$ cat src/rtl/seg7_pkg.sv
// Shared constants for the seven-segment scan controller: glyph table and
// the all-segments-off code (segments are active-low).
package seg7_pkg;

  typedef logic [3:0] nibble_t;

  localparam logic [7:0] SEG_OFF = 8'hFF;

  // Hex glyphs 0..F; bit7 is replaced by the decimal point at use.
  localparam logic [7:0] GLYPH [16] = '{
    8'hC0, 8'hF9, 8'hA4, 8'hB0, 8'h99, 8'h92, 8'h82, 8'hF8,
    8'h80, 8'h90, 8'h88, 8'h83, 8'hC6, 8'hA1, 8'h86, 8'h8E
  };

  function automatic logic [7:0] seg_glyph(input nibble_t nib, input logic dp);
    logic [7:0] g;
    g = GLYPH[nib];
    return {~dp, g[6:0]};
  endfunction

endpackage

$ cat src/rtl/seg7_tick_div.sv
// Terminal-count divider: counts 0..DIV-1 and asserts tick while the count
// sits at DIV-1.
module seg7_tick_div #(
  parameter int DIV = 10
) (
  input  logic clk,
  input  logic rst_n,
  output logic tick
);

  localparam int CW = (DIV > 1) ? $clog2(DIV) : 1;
  localparam logic [CW-1:0] LAST = CW'(DIV - 1);

  logic [CW-1:0] cnt;

  always_ff @(posedge clk or negedge rst_n) begin
    if (!rst_n) begin
      cnt <= '0;
    end else if (cnt == LAST) begin
      cnt <= '0;
    end else begin
      cnt <= cnt + 1'b1;
    end
  end

  assign tick = (cnt == LAST);

endmodule

$ cat src/rtl/seg7_scan_ctrl.sv
// Multiplexed seven-segment scanner with tear-free frame-aligned data update,
// leading-zero blanking, per-digit blink and anti-ghost blanking.
module seg7_scan_ctrl
  import seg7_pkg::*;
#(
  parameter int CLK_HZ    = 50_000_000,
  parameter int SCAN_HZ   = 1000,
  parameter int DIGITS    = 6,
  parameter int BLINK_HZ  = 2,
  parameter int BLANK_CYC = 4,
  localparam int SEL_W    = $clog2(DIGITS)
) (
  input  logic                  clk,
  input  logic                  rst_n,
  input  logic [4*DIGITS-1:0]   data_in,
  input  logic [DIGITS-1:0]     dp_in,
  input  logic [DIGITS-1:0]     blink_mask,
  input  logic                  lzb_en,
  input  logic                  data_valid,
  output logic [7:0]            seg,
  output logic [SEL_W-1:0]      sel,
  output logic                  frame_done
);

  localparam int DIV  = CLK_HZ / SCAN_HZ;
  localparam int BDIV = CLK_HZ / (2 * BLINK_HZ);
  localparam int DW   = 4 * DIGITS;
  localparam int BW   = (BLANK_CYC > 1) ? $clog2(BLANK_CYC) : 1;

  localparam logic [SEL_W-1:0] LAST_SEL   = SEL_W'(DIGITS - 1);
  localparam logic             BLANK_ON   = (BLANK_CYC > 0);
  localparam logic [BW-1:0]    BLANK_LOAD = (BLANK_CYC > 0) ? BW'(BLANK_CYC - 1) : '0;

  logic [1:0]        rst_sync;
  logic              rst_int_n;
  logic              scan_tick;
  logic              blink_tick;
  logic              frame_tick;
  logic              blink_phase;
  logic [BW-1:0]     blank_left;
  logic              blank_now;

  logic [DW-1:0]     data_sh;
  logic [DIGITS-1:0] dp_sh;
  logic [DIGITS-1:0] bm_sh;
  logic [DW-1:0]     data_act;
  logic [DIGITS-1:0] dp_act;
  logic [DIGITS-1:0] bm_act;

  logic [DW-1:0]     data_shift;
  logic [DIGITS-1:0] dp_shift;
  logic [DIGITS-1:0] bm_shift;
  logic              lz_blank;
  logic              blink_blank;
  logic [7:0]        seg_d;

  // Reset asserts immediately but releases two edges later, so every flop
  // below leaves reset on the same clean edge.
  always_ff @(posedge clk or negedge rst_n) begin
    if (!rst_n) begin
      rst_sync <= '0;
    end else begin
      rst_sync <= {rst_sync[0], 1'b1};
    end
  end

  assign rst_int_n = rst_sync[1];

  seg7_tick_div #(.DIV(DIV)) u_scan_div (
    .clk   (clk),
    .rst_n (rst_int_n),
    .tick  (scan_tick)
  );

  seg7_tick_div #(.DIV(BDIV)) u_blink_div (
    .clk   (clk),
    .rst_n (rst_int_n),
    .tick  (blink_tick)
  );

  assign frame_tick = scan_tick && (sel == LAST_SEL);
  assign frame_done = frame_tick;

  always_ff @(posedge clk or negedge rst_int_n) begin
    if (!rst_int_n) begin
      sel <= '0;
    end else if (scan_tick) begin
      sel <= (sel == LAST_SEL) ? '0 : sel + 1'b1;
    end
  end

  always_ff @(posedge clk or negedge rst_int_n) begin
    if (!rst_int_n) begin
      blink_phase <= 1'b0;
    end else if (blink_tick) begin
      blink_phase <= ~blink_phase;
    end
  end

  // Shadow captures every load; active only changes at the frame boundary,
  // taking a coincident load directly so it is not lost for a whole frame.
  always_ff @(posedge clk or negedge rst_int_n) begin
    if (!rst_int_n) begin
      data_sh  <= '0;
      dp_sh    <= '0;
      bm_sh    <= '0;
      data_act <= '0;
      dp_act   <= '0;
      bm_act   <= '0;
    end else begin
      if (data_valid) begin
        data_sh <= data_in;
        dp_sh   <= dp_in;
        bm_sh   <= blink_mask;
      end
      if (frame_tick) begin
        data_act <= data_valid ? data_in    : data_sh;
        dp_act   <= data_valid ? dp_in      : dp_sh;
        bm_act   <= data_valid ? blink_mask : bm_sh;
      end
    end
  end

  // The tick edge itself loads SEG_OFF; blank_left covers the remaining cycles.
  always_ff @(posedge clk or negedge rst_int_n) begin
    if (!rst_int_n) begin
      blank_left <= '0;
    end else if (scan_tick && BLANK_ON) begin
      blank_left <= BLANK_LOAD;
    end else if (blank_left != '0) begin
      blank_left <= blank_left - 1'b1;
    end
  end

  assign blank_now = (scan_tick && BLANK_ON) || (blank_left != '0);

  always_comb begin
    data_shift  = data_act >> {sel, 2'b00};
    dp_shift    = dp_act >> sel;
    bm_shift    = bm_act >> sel;
    lz_blank    = lzb_en && (sel != '0) && (data_shift == '0);
    blink_blank = blink_phase && bm_shift[0];
    seg_d       = seg_glyph(data_shift[3:0], dp_shift[0]);
    if (blank_now || lz_blank || blink_blank) begin
      seg_d = SEG_OFF;
    end
  end

  always_ff @(posedge clk or negedge rst_int_n) begin
    if (!rst_int_n) begin
      seg <= SEG_OFF;
    end else begin
      seg <= seg_d;
    end
  end

endmodule

$ cat config.mk
export PLATFORM = sky130hd
export DESIGN_NAME = seg7_scan_ctrl
export DESIGN_NICKNAME = d
export VERILOG_FILES = /design/src/rtl/seg7_pkg.sv /design/src/rtl/seg7_tick_div.sv /design/src/rtl/seg7_scan_ctrl.sv
export SDC_FILE = /design/constraint.sdc
export NUM_CORES = 1
export LEC_CHECK = 0
export ABC_AREA = 1
export BUFFER_PORTS_ARGS = -buffer_cell sky130_fd_sc_hd__buf_4
export CAP_MARGIN = 5
export CORE_UTILIZATION = 41
export DETAILED_ROUTE_END_ITERATION = 8
export PLACE_DENSITY = 0.57
export SLEW_MARGIN = 15
export SYNTH_ARGS = -nofsm -noshare
export SYNTH_HDL_FRONTEND = slang
export SYNTH_SLANG_ARGS = --single-unit
$ cat constraint.sdc
create_clock -name clk -period 4.7 [get_ports clk]
set_input_delay 1.41 -clock clk [delete_from_list [all_inputs] [get_ports clk]]
set_output_delay 1.41 -clock clk [all_outputs]
set_load 0.05 [all_outputs]
# After elaboration in Yosys (flattened, before gate mapping)
# Memory sizes are Yosys's and may differ from the RTL's.
# Cells that the tools add are included.
dict set report op_classes {
  n_addsub 4
  n_shift 3
  n_lt_le_gt_ge 1
  muxes 11
  reduce_logical 11
  n_bitwise 3
  n_eq_ne 3
}
# operator n
set ops {}
lappend ops {{$mux 24} 2}
lappend ops {{$add 24x1->24 const B} 1}
lappend ops {{$eq 24x24->1 const B} 1}
lappend ops {{$logic_not 24->1} 1}
lappend ops {{$shr 24x5->24} 1}
lappend ops {{$add 16x1->16 const B} 1}
lappend ops {{$eq 16x16->1 const B} 1}
lappend ops {{$mux 16} 1}
lappend ops {{$mux 7} 2}
lappend ops {{$mux 6} 2}
lappend ops {{$shr 6x3->1} 2}
lappend ops {{$mux 8} 1}
lappend ops {{$ge 5x5->1 const B} 1}
lappend ops {{$not 4->5} 1}
lappend ops {{$logic_and 1x1->1} 4}
lappend ops {{$mux 2} 2}
lappend ops {{$reduce_bool 2->1} 2}
lappend ops {{$add 3x1->3 const B} 1}
lappend ops {{$eq 3x3->1 const B} 1}
lappend ops {{$logic_or 1x1->1} 3}
lappend ops {{$mux 3} 1}
lappend ops {{$reduce_bool 3->1} 1}
lappend ops {{$not 1->1} 2}
lappend ops {{$sub 2x1->2 const B} 1}
dict set report word_totals {
  output_inout_bits 12
  mem_bits_ro 128
  memories 1
  regBits 128
}
# name depth width rd rd_clocked_by_memory_dff wr line
set memory_table {}
lappend memory_table {{(no name shown)} 16 8 1 0 0 seg7_pkg.sv:17} ;# g = GLYPH[nib];

# Logic depth before layout (Yosys ltp)
# Gate-level depths: netlist (run 1).
dict set report logic_depth {
  depth_word 6
  depth_mapped 16
}

# By module
# Synthesis (run 1) repeated with hierarchy kept, for this count alone.
dict set report unflattened {
  cells_unflattened 710
  area_unflattened_um2 6413.7
}
# module area_per_inst_um2 instances seq_area_each_um2 cells_each
set modules_own_cells {}
lappend modules_own_cells {seg7_scan_ctrl 4111.4 1 2212.1 392}
lappend modules_own_cells {{seg7_tick_div at u_blink_div} 1425.1 1 600.6 197}
lappend modules_own_cells {{seg7_tick_div at u_scan_div} 877.1 1 400.4 121}

# Worst setup path before layout (run 1)
# OpenSTA, ideal clock, no wires.
dict set report synth_timing {
  path_kind {reg-to-output}
  start {reg sel[0]}
  end {out frame_done}
  n_path_buf 2
  setup_slack_ns 1.798
  arrival_ns 1.492
  stages_incl_launch_ff 7
  required_time_ns 3.290
  cell_sequence {dfrtp_1 inv_2 buf_6 nor2_4 nand3_4 clkinv_4 buf_6}
}
dict set report synth_between {
  elab_chain_cells 2
}
# item line
set synth_rtl {}
lappend synth_rtl {{start, declared} seg7_scan_ctrl.sv:21} ;# output logic [SEL_W-1:0] sel,
lappend synth_rtl {{start signal, assigned} seg7_scan_ctrl.sv:88} ;# sel <= (sel == LAST_SEL) ? '0 : sel + 1'b1;
lappend synth_rtl {{$eq 3x3->1} seg7_scan_ctrl.sv:81} ;# assign frame_tick = scan_tick && (sel == LAST_SEL);
lappend synth_rtl {{$logic_and 1x1->1} seg7_scan_ctrl.sv:81}
lappend synth_rtl {{end, declared} seg7_scan_ctrl.sv:22} ;# output logic frame_done
# Every way passes these cells.

# Worst setup path after layout (run 1)
dict set report layout_timing {
  start {reg u_scan_div.cnt[0]}
  end {out frame_done}
}
dict set report layout_between {
  elab_chain_cells 2
}
# item line
set layout_rtl {}
lappend layout_rtl {{start, declared} seg7_tick_div.sv:14} ;# logic [CW-1:0] cnt;
lappend layout_rtl {{start signal, assigned} seg7_tick_div.sv:22} ;# cnt <= cnt + 1'b1;
lappend layout_rtl {{$eq 16x16->1} seg7_tick_div.sv:26} ;# assign tick = (cnt == LAST);
lappend layout_rtl {{$logic_and 1x1->1} seg7_scan_ctrl.sv:81}
# Every way passes these cells.

==> results of run 1 <==
==> layout make-up <==
class	count	area [sq um]
clock buffers	18	429
clock inverters	14	131
fillers	1474	7370
inverters	78	298
multi-input cells	578	2590
flip-flops and latches	128	3220
well taps	184	230
repair buffers	54	425
==> cells by family after synthesis <==
kind of cell / count (synthesis) / share of synthesized area
flip-flops: 128 / 0.515
XOR/XNOR: 10 / 0.0140
AND/OR/NAND/NOR: 502 / 0.331
adder cells (fa/ha/maj): 9 / 0.0181
AO/OA/AOI/OAI: 56 / 0.0528
other: 1 / 0.000601
buffers and inverters: 99 / 0.0688
==> flip-flops by register name, indices dropped and copies added (netlist names) <==
signal and count:
rst_sync 2, blink_phase 1, data_sh 24, u_scan_div.cnt 16
dp_act 6, bm_act 6, bm_sh 6, u_blink_div.cnt 24
data_act 24, dp_sh 6, blank_left 2, seg 8
sel 3
==> metal layers <==
metal,global-route usage,part of all wire,vias up
li1,-,-,2618
met1,0.250,0.49,2335
met2,0.293,0.46,94
met3,0.0454,0.035,17
met4,0.0588,0.013,0
met5,0,0,-
==> final timing paths <==
check	slack (ps)	endpoint
max	530	frame_done
min	300	dp_sh[3]
max reg2reg	2290	data_act[19]
min reg2reg	300	dp_sh[3]
max in group asynchronous	3460	u_blink_div.cnt[14]
min in group clk	350	rst_sync[1]
==> where the power goes <==
group	leakage (uW)	switching (uW)	internal (uW)
registers	0.00162	13.7	1130
clock network	0.000264	510	733
logic	0.00202	52.4	35.9
==> worst max-delay path, cell delays in order, from the launching register on <==
cell      delay [ps]
dfrtp_1          370
ha_1             220
nand3_1          140
nor2_1           160
nand2_1          280
nor2_4           240
nand3_4          300
clkinv_4         360
buf_4            270
==> per-stage QoR <==
stage                     total power [uW]  hold slack, ps  worst slack, ps
after detailed placement              1250             336              914
after CTS                             2510             351              482
after global placement                1250             338             1030
after global routing                  2580             352              249
after floorplan                       1210             331              884
final                                 2480             297              528
==> synth_stat cells, drive strengths merged (2+ instances only) <==
cell type,instances
buf,13
nand4,9
o22ai,3
inv,76
dfrtp,120
ha,9
xnor2,2
a21oi,16
xor2,8
nand2,349
a21boi,2
nand3b,3
dfstp,8
clkbuf,8
nor2,82
nor3,9
nand3,39
clkinv,2
nor4,5
o21ai,26
or2,2
a22oi,3
==> results.py, run 1 <==
metrics = {
    "outcome": {
        "outcome": "complete, but fails checks",
        "violations": "DRC",
    },
    "synth": {
        "synth_area_leaders": "dfrtp_1 (48%), nand2_1 (21%), nor2_1 (4.5%)",
        "ys.flop_type": "dfrtp_1",
        "synthArstFlopShare": 1.00,
        "syn_nets": 854,
        "synth_edf_count": 0,
        "syn_area_sq_mm": 0.00624,
        "synth_top_area_share": 0.481,
        "synth_area_leader_cell": "dfrtp_1",
        "avgSynthCellArea_sq_um": 7.75,
        "ys_types": 46,
        "ys_warn_count": 0,
        "ys_ff_latch": 128,
        "synthCells": 805,
        "synth_seq_area_share": 0.515,
    },
    "placement": {
        "dp_cells": 1021,
        "io_buffers": 51,
        "postPlaceCellArea_sq_mm": 0.00674,
        "dp_hpwl_mm": 9.36,
        "gp_congestion": 0.843,
    },
    "cts": {
        "htreeDepth": 4,
        "clockBufferDepth": 2,
        "postCtsSetupBuffers": 0,
        "cts_hold_buf": 0,
        "clock_latency_ps": 420,
        "post_cts_resized": 0,
        "cts_buffers": 17,
        "cts_root_buf": "clkbuf_16",
        "tritoncts": "built",
        "clk_pin_slew_ps": 60,
        "clock_sinks": 128,
    },
    "drt": {
        "wl_per_cell_microns": 12.5,
        "drc": 2,
        "drtIter0Drc": 334,
        "avgViaCountPerCell": 4.80,
        "ant_nets": 0,
        "drtPass1Iterations": 9,
        "vias": 5064,
        "totalWireLength_mm": 13.2,
    },
    "worst_setup_path": {
        "crit_fanout": 46,
        "worstRegToRegCells": 9,
        "worst-endpoint-required_ps": 3290,
        "cp.arrival_ps": 2760,
        "reg2reg_from": "u_scan_div.cnt[0]",
        "crit_path_end_kind": "primary output",
        "cp-startpoint": "u_scan_div.cnt[0]",
        "start_kind": "register",
        "worstSetupPathType": "register to primary output",
    },
    "timing": {
        "finalClockSkew_ps": 8.91,
        "worst_pin_slew_ps": 975,
        "rsz0062_at_grt": "false",
        "relSlewSlack": 0.346,
        "clock.fmax_ghz": 0.240,
        "period_share": 0.888,
        "timing_hold_violations_final": 0,
        "setup_viol_count_final": 0,
        "drv_slew": 0,
        "fin_tns_setup_ps": 0,
        "fin_crit_ps": 4170,
    },
    "power_and_ir_drop": {
        "power.density_mw_per_mm2": 338,
        "power_leakage_uw": 0.00390,
        "ir_worst_vdd_uv": 265,
    },
    "die": {
        "core_sq_mm": 0.0147,
        "start_util": 0.424,
        "ios": 52,
        "fp.dieArea_sq_mm": 0.0157,
        "rows": 44,
        "fp.dieH_microns": 125,
        "die_width_microns": 125,
    },
    "run": {
        "drv_cap": 0,
    },
    "layout": {
        "antenna_cells": 0,
        "area_delta_synth_final_pct": 17.5,
        "final_nets": 906,
        "final_util": 0.498,
        "drive_above_1_share": 0.131,
        "instances_no_fill": 1054,
        "final_cell_mix": "nand2_1 (344), dfrtp_1 (119), nor2_1 (75), inv_1 (72), buf_4 (53)",
        "fin_area_sq_mm": 0.00733,
        "mostFrequentLayoutCell": "nand2_1",
    },
    "global_routing": {
        "grt_max_degree": 88,
        "grt_pass1_vias": 5045,
        "gr-usage-all-layers": 0.185,
        "antenna_found_initial": 0,
        "grt_pass1_wl_mm": 23.4,
        "grt-ovfl-total": 0,
    },
    "hold_path": {
        "hp-class": "register to async pin",
    },
}
Power figures use the tool's default switching activity.
==> run 2, diff against run 1 <==
Settings changed: SLEW_MARGIN 15 to 20, SYNTH_HIERARCHICAL set to 1.
==> results.py, run 2 <==
metrics = {
    "worst_setup_path": {
        "worstSetupPathType": "register to primary output",
        "start_kind": "register",
        "cp_slowest_cell": "dfrtp_1",
        "worst-endpoint-required_ps": 3290,
        "crit_path_end_kind": "primary output",
        "crit_chain": "ha_1, nand3_2, nor2_1, nand2_2, inv_2, nand2_1, nor2_4, buf_4",
        "max_stage_delay_ps": 390,
        "crit_fanout": 10,
        "cp.arrival_ps": 2130,
    },
    "layout": {
        "drive_above_1_share": 0.244,
        "antenna_cells": 0,
        "instances_no_fill": 993,
        "mostFrequentLayoutCell": "nand2_1",
        "top_regs": "data_act: 24 flops, data_sh: 24 flops, u_blink_div/cnt: 24 flops",
        "final_nets": 818,
        "final_util": 0.495,
        "area_delta_synth_final_pct": 17.8,
        "final_cell_mix": "nand2_1 (183), dfrtp_1 (119), nor2_1 (91), inv_1 (70), buf_4 (54)",
        "seq_area_sq_mm": 0.00322,
        "multiInputGateArea_sq_mm": 0.00280,
        "fill_cells": 1456,
    },
    "cts": {
        "cts_buffers": 17,
        "cts_root_buf": "clkbuf_16",
        "clock_latency_ps": 410,
        "cts_hold_buf": 0,
        "htreeDepth": 4,
        "clock_sinks": 128,
        "clk_pin_slew_ps": 60,
        "postCtsSetupBuffers": 0,
        "post_cts_resized": 0,
        "clockBufferDepth": 2,
        "tritoncts": "built",
    },
    "synth": {
        "ys_ff_latch": 128,
        "yosysMostFrequentCell": "nand2_1",
        "syn_area_sq_mm": 0.00641,
        "avgSynthCellArea_sq_um": 9.03,
        "ys.flop_type": "dfrtp_1",
        "synth_edf_count": 0,
        "syn_nets": 759,
        "ys_types": 46,
        "synth_seq_area_share": 0.501,
        "synth_area_leader_cell": "dfrtp_1",
        "synth_area_leaders": "dfrtp_1 (47%), nand2_1 (11%), mux2_2 (9.0%)",
        "synthArstFlopShare": 1.00,
        "ys_warn_count": 6,
        "synth_top_area_share": 0.468,
        "synth_common_cells": "nand2_1 (183), dfrtp_1 (120), nor2_1 (91), inv_1 (70), mux2_2 (51)",
        "synthCells": 710,
    },
    "die": {
        "die_width_microns": 127,
        "core_sq_mm": 0.0153,
        "ios": 52,
        "start_util": 0.420,
        "rows": 45,
        "fp.dieArea_sq_mm": 0.0161,
        "fp.dieH_microns": 127,
    },
    "power_and_ir_drop": {
        "ir_worst_vdd_uv": 311,
        "power.density_mw_per_mm2": 328,
        "power_leakage_uw": 0.00375,
    },
    "timing": {
        "fin_hold_ws_ps": 300,
        "worst_pin_slew_ps": 787,
        "drv_slew": 0,
        "finalClockSkew_ps": 9.23,
        "period_share": 0.753,
        "relSlewSlack": 0.475,
        "rsz0062_at_grt": "false",
        "timing_hold_violations_final": 0,
        "clock.fmax_ghz": 0.283,
        "fin_tns_setup_ps": 0,
        "setup_viol_count_final": 0,
        "fin_crit_ps": 3540,
    },
    "drt": {
        "ant_nets": 0,
        "vias": 4669,
        "totalWireLength_mm": 12.9,
        "wl_per_cell_microns": 13.0,
        "drtIter0Drc": 294,
        "drc": 0,
        "drtPass1Iterations": 5,
        "avgViaCountPerCell": 4.70,
    },
    "global_routing": {
        "grt-ovfl-total": 0,
        "grt_pass1_vias": 4813,
        "antenna_found_initial": 0,
        "gr-usage-all-layers": 0.179,
        "grt_max_degree": 52,
        "grt_pass1_wl_mm": 22.7,
    },
    "placement": {
        "dp_hpwl_mm": 9.51,
        "io_buffers": 51,
        "dp_cells": 961,
        "gp_congestion": 0.912,
    },
    "hold_path": {
        "hp-class": "register to async pin",
    },
    "run": {
        "drv_cap": 0,
    },
    "outcome": {
        "outcome": "completed",
    },
}
## run 2: changes by cell type in the layout (fill, tap and decap cells not counted), moves of 4 or more
cell | before | now
nor2_4 | 1 | 6
mux2_2 | 0 | 51
nand2_1 | 344 | 183
nor2_1 | 75 | 91
mux2_1 | 0 | 6
nand2_2 | 4 | 12
nor3_1 | 9 | 4
nor4_1 | 5 | 0
nand2_4 | 1 | 5
xor2_1 | 8 | 17
## run 2: where the power goes
| part | internal (uW) | switching [uW] |
|---|---|---|
| Combinational | 49.7 | 42.0 |
| Sequential | 1130 | 13.3 |
| Clock | 733 | 504 |
## run 2: path summary, 6_finish.rpt
kind | from | to | slack (ps) | cells after the start
setup / recovery | u_scan_div/cnt[0] | frame_done | 1160 | 8
hold / removal | rst_sync[1] | bm_act[1] | 300 | 0
setup reg to reg | sel[0] | seg[1] | 2020 | 12
min in group clk | rst_sync[0] | rst_sync[1] | 350 | 0
hold reg to reg | rst_sync[1] | bm_act[1] | 300 | 0
max in group asynchronous | rst_sync[1] | data_act[15] | 3360 | 1
## run 2: cell families after synthesis
| family | share of synthesized area |
|---|---|
| AOI/OAI and AO/OA | 0.0499 |
| xor gates and xnor gates | 0.0246 |
| adders and majority gates | 0.0176 |
| buffers and inverters | 0.0618 |
| DFF | 0.501 |
| muxes | 0.100 |
| other | 0.000585 |
| and+or+nand+nor | 0.244 |
## run 2: area by class of cell
class                      instances  area share
tap                              211      0.0350
sequential                       128       0.426
clock buffer                      18      0.0568
clock inverter                    14      0.0177
inverter                          79      0.0398
timing repair buffer              54      0.0537
multi-input combinational        489       0.371
## run 2: critical path, delay by kind of cell, from the launching register on
kind	cells	cell delay (ps)
adders and majority gates	1	210
and+or+nand+nor	5	740
DFF	1	390
buffers and inverters	2	370
## run 2: layer usage
layer | GRT usage | part of all wire | vias to the layer above
met5 | 0 | 0 | -
met4 | 0.0700 | 0.016 | 0
met3 | 0.0456 | 0.028 | 13
met2 | 0.304 | 0.49 | 62
met1 | 0.219 | 0.46 | 2226
li1 | - | - | 2368
## run 2: stage by stage
step	setup WS (ps)	power, uW	area [sq um]
2_1_floorplan	884	1220	6410
3_3_place_gp	1630	1260	6990
3_5_place_dp	1580	1260	6990
4_1_cts	1120	2510	7550
5_1_grt	955	2580	7550
6_report	1160	2480	7550
